**src/rtl/regfile_wb_sched.sv**
```systemverilog
// Writeback scheduler for the register file.
// Accepted {dstE, valE, dstM, valM} bundles are queued in a small FIFO and
// drained as at most one registered write per cycle, E before M. A 2-bit
// pending counter per register feeds the decode-stage hazard outputs. The
// counter is raised when a bundle is accepted and lowered when its write
// retires.
module regfile_wb_sched #(
   parameter int n     = 64,
   parameter int DEPTH = 2
) (
   input  logic         clk,
   input  logic         rst_n,
   input  logic         in_valid,
   output logic         in_ready,
   input  logic [3:0]   dstE,
   input  logic [n-1:0] valE,
   input  logic [3:0]   dstM,
   input  logic [n-1:0] valM,
   output logic         wr_en,
   output logic [3:0]   wr_addr,
   output logic [n-1:0] wr_data,
   input  logic [3:0]   srcA,
   input  logic [3:0]   srcB,
   output logic         hazA,
   output logic         hazB
);

   localparam int         AW    = $clog2(DEPTH);
   localparam logic [3:0] RNONE = 4'hF;

   typedef struct packed {
      logic [3:0]   dst_e;
      logic [n-1:0] val_e;
      logic [3:0]   dst_m;
      logic [n-1:0] val_m;
   } bundle_t;

   typedef enum logic {
      HEAD_E,
      HEAD_M
   } state_t;

   // Bundle FIFO
   bundle_t       fifo_q [DEPTH];
   logic [AW-1:0] wr_ptr_q;
   logic [AW-1:0] rd_ptr_q;
   logic [AW:0]   count_q;
   logic          fifo_empty;
   logic          fifo_full;
   logic          push;
   logic          pop;
   bundle_t       head;

   // Head decode
   logic          head_need_e;
   logic          head_need_m;
   logic          issue;
   logic [3:0]    issue_addr;
   logic [n-1:0]  issue_data;
   state_t        state_d;

   // Write port and scheduler state
   state_t        state_q;
   logic          wr_en_q;
   logic [3:0]    wr_addr_q;
   logic [n-1:0]  wr_data_q;

   // Pending-write counters for registers 0..14
   logic [1:0]    cnt_q [15];
   logic [1:0]    cnt_d [15];

   assign fifo_empty = (count_q == '0);
   assign fifo_full  = (count_q == (AW + 1)'(DEPTH));
   assign in_ready   = !fifo_full;
   assign push       = in_valid && in_ready;
   assign head       = fifo_q[rd_ptr_q];

   // An E write that names the same register as M is dropped: M wins.
   assign head_need_e = (head.dst_e != RNONE) && (head.dst_e != head.dst_m);
   assign head_need_m = (head.dst_m != RNONE);

   // Storage for accepted bundles; only the pointers and count are reset.
   // NOTE: memory arrays are left out of reset; the empty count already marks every entry invalid, and resetting them would only add reset fan-out.
   always_ff @(posedge clk) begin
      if (push) begin
         fifo_q[wr_ptr_q] <= '{dst_e: dstE, val_e: valE, dst_m: dstM, val_m: valM};
      end
   end

   // FIFO pointers and occupancy; push and pop may happen on the same edge.
   // NOTE: sequential state uses non-blocking assignments so every register samples the pre-edge values, whatever order the blocks are evaluated in.
   always_ff @(posedge clk or negedge rst_n) begin
      if (!rst_n) begin
         wr_ptr_q <= '0;
         rd_ptr_q <= '0;
         count_q  <= '0;
      end else begin
         if (push) wr_ptr_q <= wr_ptr_q + 1'b1;
         if (pop)  rd_ptr_q <= rd_ptr_q + 1'b1;
         count_q <= count_q + (AW + 1)'(push) - (AW + 1)'(pop);
      end
   end

   // Choose this cycle's write from the head bundle and decide whether it pops.
   // NOTE: every output of a combinational block gets a default first, so no path leaves a value unassigned and infers a latch.
   always_comb begin
      state_d    = state_q;
      issue      = 1'b0;
      issue_addr = wr_addr_q;
      issue_data = wr_data_q;
      pop        = 1'b0;
      if (!fifo_empty) begin
         case (state_q)
            HEAD_E: begin
               if (head_need_e) begin
                  issue      = 1'b1;
                  issue_addr = head.dst_e;
                  issue_data = head.val_e;
                  if (head_need_m) state_d = HEAD_M;
                  else             pop     = 1'b1;
               end else begin
                  // Skip E in the same cycle; a null bundle pops with no write.
                  if (head_need_m) begin
                     issue      = 1'b1;
                     issue_addr = head.dst_m;
                     issue_data = head.val_m;
                  end
                  pop = 1'b1;
               end
            end
            HEAD_M: begin
               if (head_need_m) begin
                  issue      = 1'b1;
                  issue_addr = head.dst_m;
                  issue_data = head.val_m;
               end
               pop     = 1'b1;
               state_d = HEAD_E;
            end
            default: state_d = HEAD_E;
         endcase
      end
   end

   // Scheduler state and registered write port; address and data hold when idle.
   always_ff @(posedge clk or negedge rst_n) begin
      if (!rst_n) begin
         state_q   <= HEAD_E;
         wr_en_q   <= 1'b0;
         wr_addr_q <= RNONE;
         wr_data_q <= '0;
      end else begin
         state_q <= state_d;
         wr_en_q <= issue;
         if (issue) begin
            wr_addr_q <= issue_addr;
            wr_data_q <= issue_data;
         end
      end
   end

   assign wr_en   = wr_en_q;
   assign wr_addr = wr_addr_q;
   assign wr_data = wr_data_q;

   // Counter update: up on accept per distinct valid dst, down when a write retires.
   always_comb begin
      for (int r = 0; r < 15; r++) begin
         cnt_d[r] = cnt_q[r];
         if ((push && (((dstE == 4'(r)) && (dstE != dstM)) || (dstM == 4'(r))))
             && !(wr_en_q && (wr_addr_q == 4'(r)))) begin
            cnt_d[r] = cnt_q[r] + 2'd1;
         end else if (!(push && (((dstE == 4'(r)) && (dstE != dstM)) || (dstM == 4'(r))))
                      && (wr_en_q && (wr_addr_q == 4'(r)))) begin
            cnt_d[r] = cnt_q[r] - 2'd1;
         end
      end
   end

   // Pending-write counter registers.
   always_ff @(posedge clk or negedge rst_n) begin
      if (!rst_n) begin
         for (int r = 0; r < 15; r++) cnt_q[r] <= '0;
      end else begin
         for (int r = 0; r < 15; r++) cnt_q[r] <= cnt_d[r];
      end
   end

   // Decode hazards; RNONE never has a pending write.
   always_comb begin
      hazA = 1'b0;
      hazB = 1'b0;
      if (srcA != RNONE) hazA = (cnt_q[srcA] != 2'd0);
      if (srcB != RNONE) hazB = (cnt_q[srcB] != 2'd0);
   end

endmodule

```
**config.mk**
```make
export PLATFORM = sky130hd
export DESIGN_NAME = regfile_wb_sched
export DESIGN_NICKNAME = d
export VERILOG_FILES = /design/src/rtl/regfile_wb_sched.sv
export SDC_FILE = /design/constraint.sdc
export NUM_CORES = 1
export LEC_CHECK = 0
export CAP_MARGIN = 10
export CORE_MARGIN = 1
export CORE_UTILIZATION = 40
export CTS_BUF_LIST = sky130_fd_sc_hd__clkbuf_4
export DETAILED_ROUTE_END_ITERATION = 16
export PLACE_DENSITY = 0.67
export SLEW_MARGIN = 0
export SYNTH_ARGS = -nofsm -noshare
export SYNTH_HDL_FRONTEND = slang
export SYNTH_SLANG_ARGS = --single-unit
```
**constraint.sdc**
```tcl
create_clock -name clk -period 14.7 [get_ports clk]
set_input_delay 1.47 -clock clk [delete_from_list [all_inputs] [get_ports clk]]
set_output_delay 1.47 -clock clk [all_outputs]
set_load 0.02 [all_outputs]
```
-- Word level (Yosys, flattened, before mapping)
Memory sizes are Yosys's and may differ from the RTL's.
Index checks and enable logic that the tools add are counted.
- register bits: 104
- bits in writable memories: 272
- bits of input ports: 147
- output and inout bits: 72
- logic and storage cells: 313
- memories kept: 1
- memory list (memory ; depth ; bits a word ; rd ports ; clocked after memory_dff ; write ports ; RTL line ; text):
    fifo_q ; 2 ; 136 ; 1 ; 0 ; 1 ; 44 ; bundle_t fifo_q [DEPTH];
- add/subtract/negate cells: 34
- order comparisons: 2
- eq/ne operators: 49
- mux-type cells: 56
- bitwise operators: 4
- reduce and logical (&&, ||, !) cells: 145
- operator list (cell ; count):
    two-way mux 64 bit ; 2
    one-hot mux 64 bit (2 select lines) ; 1
    == test 4 bit (second input constant) ; 21
    logical AND 1 bit ; 77
    two-way mux 2 bit ; 34
    == test 4 x 3 -> 1 bit (second input constant) ; 12
    nonzero test 2 bit ; 17
    zero test 1 bit ; 31
    adder 2 x 1 -> 2 bit (second input constant) ; 15
    subtractor 2 x 1 -> 2 bit (second input constant) ; 15
    == test 4 x 2 -> 1 bit (second input constant) ; 6
    binary-select mux 2 bit (select 4 bit) ; 2
    inequality test 4 bit (second input constant) ; 4
    logical OR 1 bit ; 15
    == test 4 x 1 -> 1 bit (second input constant) ; 3
    zero test 4 bit ; 3
    two-way mux 1 bit ; 11
    greater-or-equal comparator 5 bit (second input constant) ; 2
    inverter 4 -> 5 bit ; 2
    two-way mux 4 bit ; 2
    inequality test 4 bit ; 2
    one-hot mux 4 bit (2 select lines) ; 1
    one-hot mux 1 bit (2 select lines) ; 3
    adder 1 bit (second input constant) ; 2
    6 further kinds ; 7

-- Depth between registers and ports, before layout
- depth in word-level cells: 8
- mapped depth: 13
- gate-level depth less buffers: 11

-- Worst setup path after synthesis
OpenSTA, ideal clock, no wires.
- path kind: input-to-reg
- start point: input in_valid
- end point: memory fifo_q[0][0] (netlist bit), enable pin
- setup time: 634 ps
- data arrival time: 7528 ps
- required time: 14066 ps
- path slack: 6538 ps
- stages on the path: 3
- buffers on the path: 1
- path through: nand2_1 -> clkbuf_1 -> nor2_1
- cells in the longest elaborated chain, start to end: 3
- RTL lines (item ; RTL line ; text):
    start: declaration ; 13 ; input logic in_valid,
    logical AND 1 bit ; 75 ; assign push = in_valid && in_ready;
    two-way mux 1 bit ; 85 ; if (push) begin
    two-way mux 1 bit (not written as such) ; 86 ; fifo_q[wr_ptr_q] <= '{dst_e: dstE, val_e: valE, dst_m: dstM, val_m: valM};
    end: declaration ; 44 ;
No other way between the ends.

-- Final worst setup path
- start point: input srcA[0]
- end point: output hazA
- cells in the longest elaborated chain, start to end: 6
- elaborated cells between the ends (all ways): 7
- those cells by class: 1 x eq/ne; 4 x mux; 1 x bitwise; 1 x reduce/logical
- RTL lines (item ; RTL line ; text):
    start: declaration ; 22 ; input logic [3:0] srcA,
    inverter 4 -> 5 bit (not written as such) ; 193 ; if (srcA != RNONE) hazA = (cnt_q[srcA] != 2'd0);
    binary-select mux 2 bit (select 4 bit) ; 193 ;
    two-way mux 2 bit (not written as such) (2 in a row) ; 193 ;
    nonzero test 2 bit ; 193 ;
    two-way mux 1 bit (*) ; 193 ;
    end: declaration ; 24 ; output logic hazA,
Every way passes the cells marked *; elsewhere a longest branch is shown, timed or not. The select of a mux whose other input is x is not followed.

==> results_dict.tcl <==
set metrics [dict create \
    status "finished, final reports clean" \
    ys_seq_elements 376 \
    powerDensity_nw_per_um2 211 \
    path_class "input port to output pin" \
    gp_congestion 0.811 \
    routedWlPerCell_um 19.0 \
    clk_pin_slew_ns 0.06 \
    area_growth_pct 26.3 \
    grt_usage_pct 18.1 \
    synth_edf_count 272 \
    required_ns 13.23 \
    clock_sinks 376 \
    p_leak_nw 7.08 \
    hold_class "flip-flop to flip-flop" \
    power_mw 3.99 \
    setup_violations 0 \
    grt_pass1_vias 9662 \
    fmax_mhz 198 \
    cts_tree "yes" \
    synth.avg_cell_area_um2 15.7 \
    rsz0062_at_grt "no" \
    cts_resized 0 \
    synth-main-ff-cell "edfxtp_1" \
    final_cell_mix "272 x edfxtp_1, 217 x clkdlybuf4s50_1, 144 x clkbuf_4, 135 x mux2i_1, 99 x dfrtp_1" \
    die_h_um 196 \
    port_buffers 218 \
    die_area_um2 38200 \
    viasPerCell 5.16 \
    ys_seq_area_share_pct 71.9 \
    layout_commonest_cell "edfxtp_1" \
    cts_root_buf "clkbuf_4" \
    cts_made_buffers 96 \
    start_util_pct 40.8 \
    synth_top_cell_by_area "edfxtp_1" \
    die_w_um 196 \
    drtAntennaViolNets 0 \
    grt_first_pass_wirelength_um 52600 \
    fp.coreArea_um2 36700 \
    slew_headroom_pct 29.0 \
    fin_tns_setup_ns 0 \
    post-cts-setup-buffers 0 \
    drive_above_1_share_pct 13.5 \
    start_kind "input port" \
    cp-end-kind "output pin" \
    clk_path_buf_depth 3 \
    nNetsFinal 1388 \
    fill_cells 3107 \
    drv_slew 0 \
    wirelength_um 33800 \
    synth_cells 951 \
    crit_fanout 14 \
    peakVddDrop_mv 0.160 \
    overflow 0 \
    drc_errors 0 \
    cts_max_level 3 \
    synth_async_sr_flop_share_pct 27.7 \
    antenna_found_initial 7 \
    design.portCount 219 \
    fin_crit_ns 5.06 \
    yosysWarningCount 0 \
    cap_violations 0 \
    clock_skew_ns 0.0308 \
    ys_types 42 \
    cts_hold_buf 0 \
    grt_max_degree 89 \
    synth_nets 1115 \
    utilization_pct 51.6 \
    routed-via-count 9161 \
    clock_latency_ns 0.74 \
    synth_area_leaders "edfxtp_1 55%, dfrtp_1 17%, mux2i_1 9.0%, o221ai_1 4.0%, nand3_1 2.3%" \
    num_rows 70 \
    drt_iter0_markers 486 \
    cp_data_arrival_time_ns 3.59 \
    syn_area_um2 15000 \
    finalCritPeriodShare_pct 34.4 \
    hold_viol 0 \
    dp_hpwl_um 20000 \
    synth.top_cell.area_share_pct 54.5 \
    max_slew.worst_pin.slew_ns 1.06 \
    dr.pass1.iters 4 \
]
[synthesized netlist by cell type, types with 2 or more instances]
master and instances:
o21ai_0 8, a21oi_1 20, buf_4 2, inv_1 4, xnor2_1 22, clkbuf_1 30, nor2b_1 6, o32a_1 2
xor2_1 36, or3_1 2, nand2b_1 8, nor4_1 3, a21o_1 2, mux2i_1 135, o22a_1 2, a211oi_1 12
and3_1 2, o221ai_1 68, dfstp_2 4, nor2_1 46, buf_6 4, edfxtp_1 272, buf_2 15, a22oi_1 3
o2bb2a_1 2, a32oi_1 3, nor3_1 16, buf_1 2, nor3b_1 2, nand2_1 22, and2_1 2, dfrtp_1 100
nand3_1 69, ha_1 17
[path summary, 6_finish.rpt]
path | from | endpoint | slack (ns) | depth (start not counted)
min in group asynchronous | rst_n | cnt_q[4] | 0.71 | 1
worst min register to register | cnt_q[1] | cnt_q[1] | 0.46 | 1
worst min-delay path | cnt_q[1] | cnt_q[1] | 0.46 | 1
max in group asynchronous | rst_n | rd_ptr_q | 12.47 | 2
worst max register to register | rd_ptr_q | wr_data[4] | 11.43 | 4
worst max-delay path | srcA[0] | hazA | 9.64 | 7
[flip-flops by register name (all words and copies together), names as in the netlist]
signal / flops
fifo_q: 272
wr_en: 1
state_q: 1
count_q: 2
rd_ptr_q: 1
wr_ptr_q: 1
wr_data: 64
cnt_q: 30
wr_addr: 4
[through the flow]
stage,instances,instance area (um2),worst slack (ns),hold WS (ns)
after floorplan,951,15000,6.54,0.442
after global placement,1594,17600,9.74,0.457
after detailed placement,1594,17600,9.68,0.462
after CTS,1775,18900,9.66,0.472
after global routing,1776,18900,9.52,0.479
final,1776,18900,9.64,0.465
[worst max-delay path, cell delays in order]
cell             delay, ns
clkdlybuf4s50_1       0.74
nor3_1                0.11
a211oi_1              0.26
a211oi_1              0.08
a211oi_1              0.22
a21o_1                0.11
clkdlybuf4s50_1       0.59
[kinds of logic after synthesis]
logic type	share of synthesized area [%]
buffers and inverters	1.80
DFF	71.9
AOI/OAI and AO/OA	6.57
xor gates and xnor gates	3.39
adders and majority gates	1.42
and+or+nand+nor	5.76
muxes	9.11
[layer usage]
metal  GRT usage, %  share of wire, %
met3           6.72               8.0
met5              0              0.17
met2           29.3                49
met4           6.85               1.9
met1           21.9                41
[where the power goes]
part	leakage, nW	internal (mW)	total [mW]	switching [mW]
Combinational	2.53	0.559	1.36	0.804
Sequential	3.76	1.51	1.69	0.184
Clock	0.784	0.521	0.937	0.417
Total	7.08	2.59	3.99	1.41
[cell type report]
| cell class | count | area [um2] | area share (%) |
|---|---|---|---|
| Clock buffer | 144 | 1080 | 5.71 |
| Antenna cell | 1 | 2.50 | 0.0132 |
| Multi-Input combinational cell | 518 | 3950 | 20.9 |
| Sequential cell | 376 | 10800 | 57.0 |
| Timing Repair Buffer | 228 | 2250 | 11.9 |
| Inverter | 4 | 15.0 | 0.0793 |
| Clock inverter | 37 | 254 | 1.34 |
| Tap cell | 468 | 586 | 3.09 |
No activity file was read; power rests on OpenSTA's default activity.
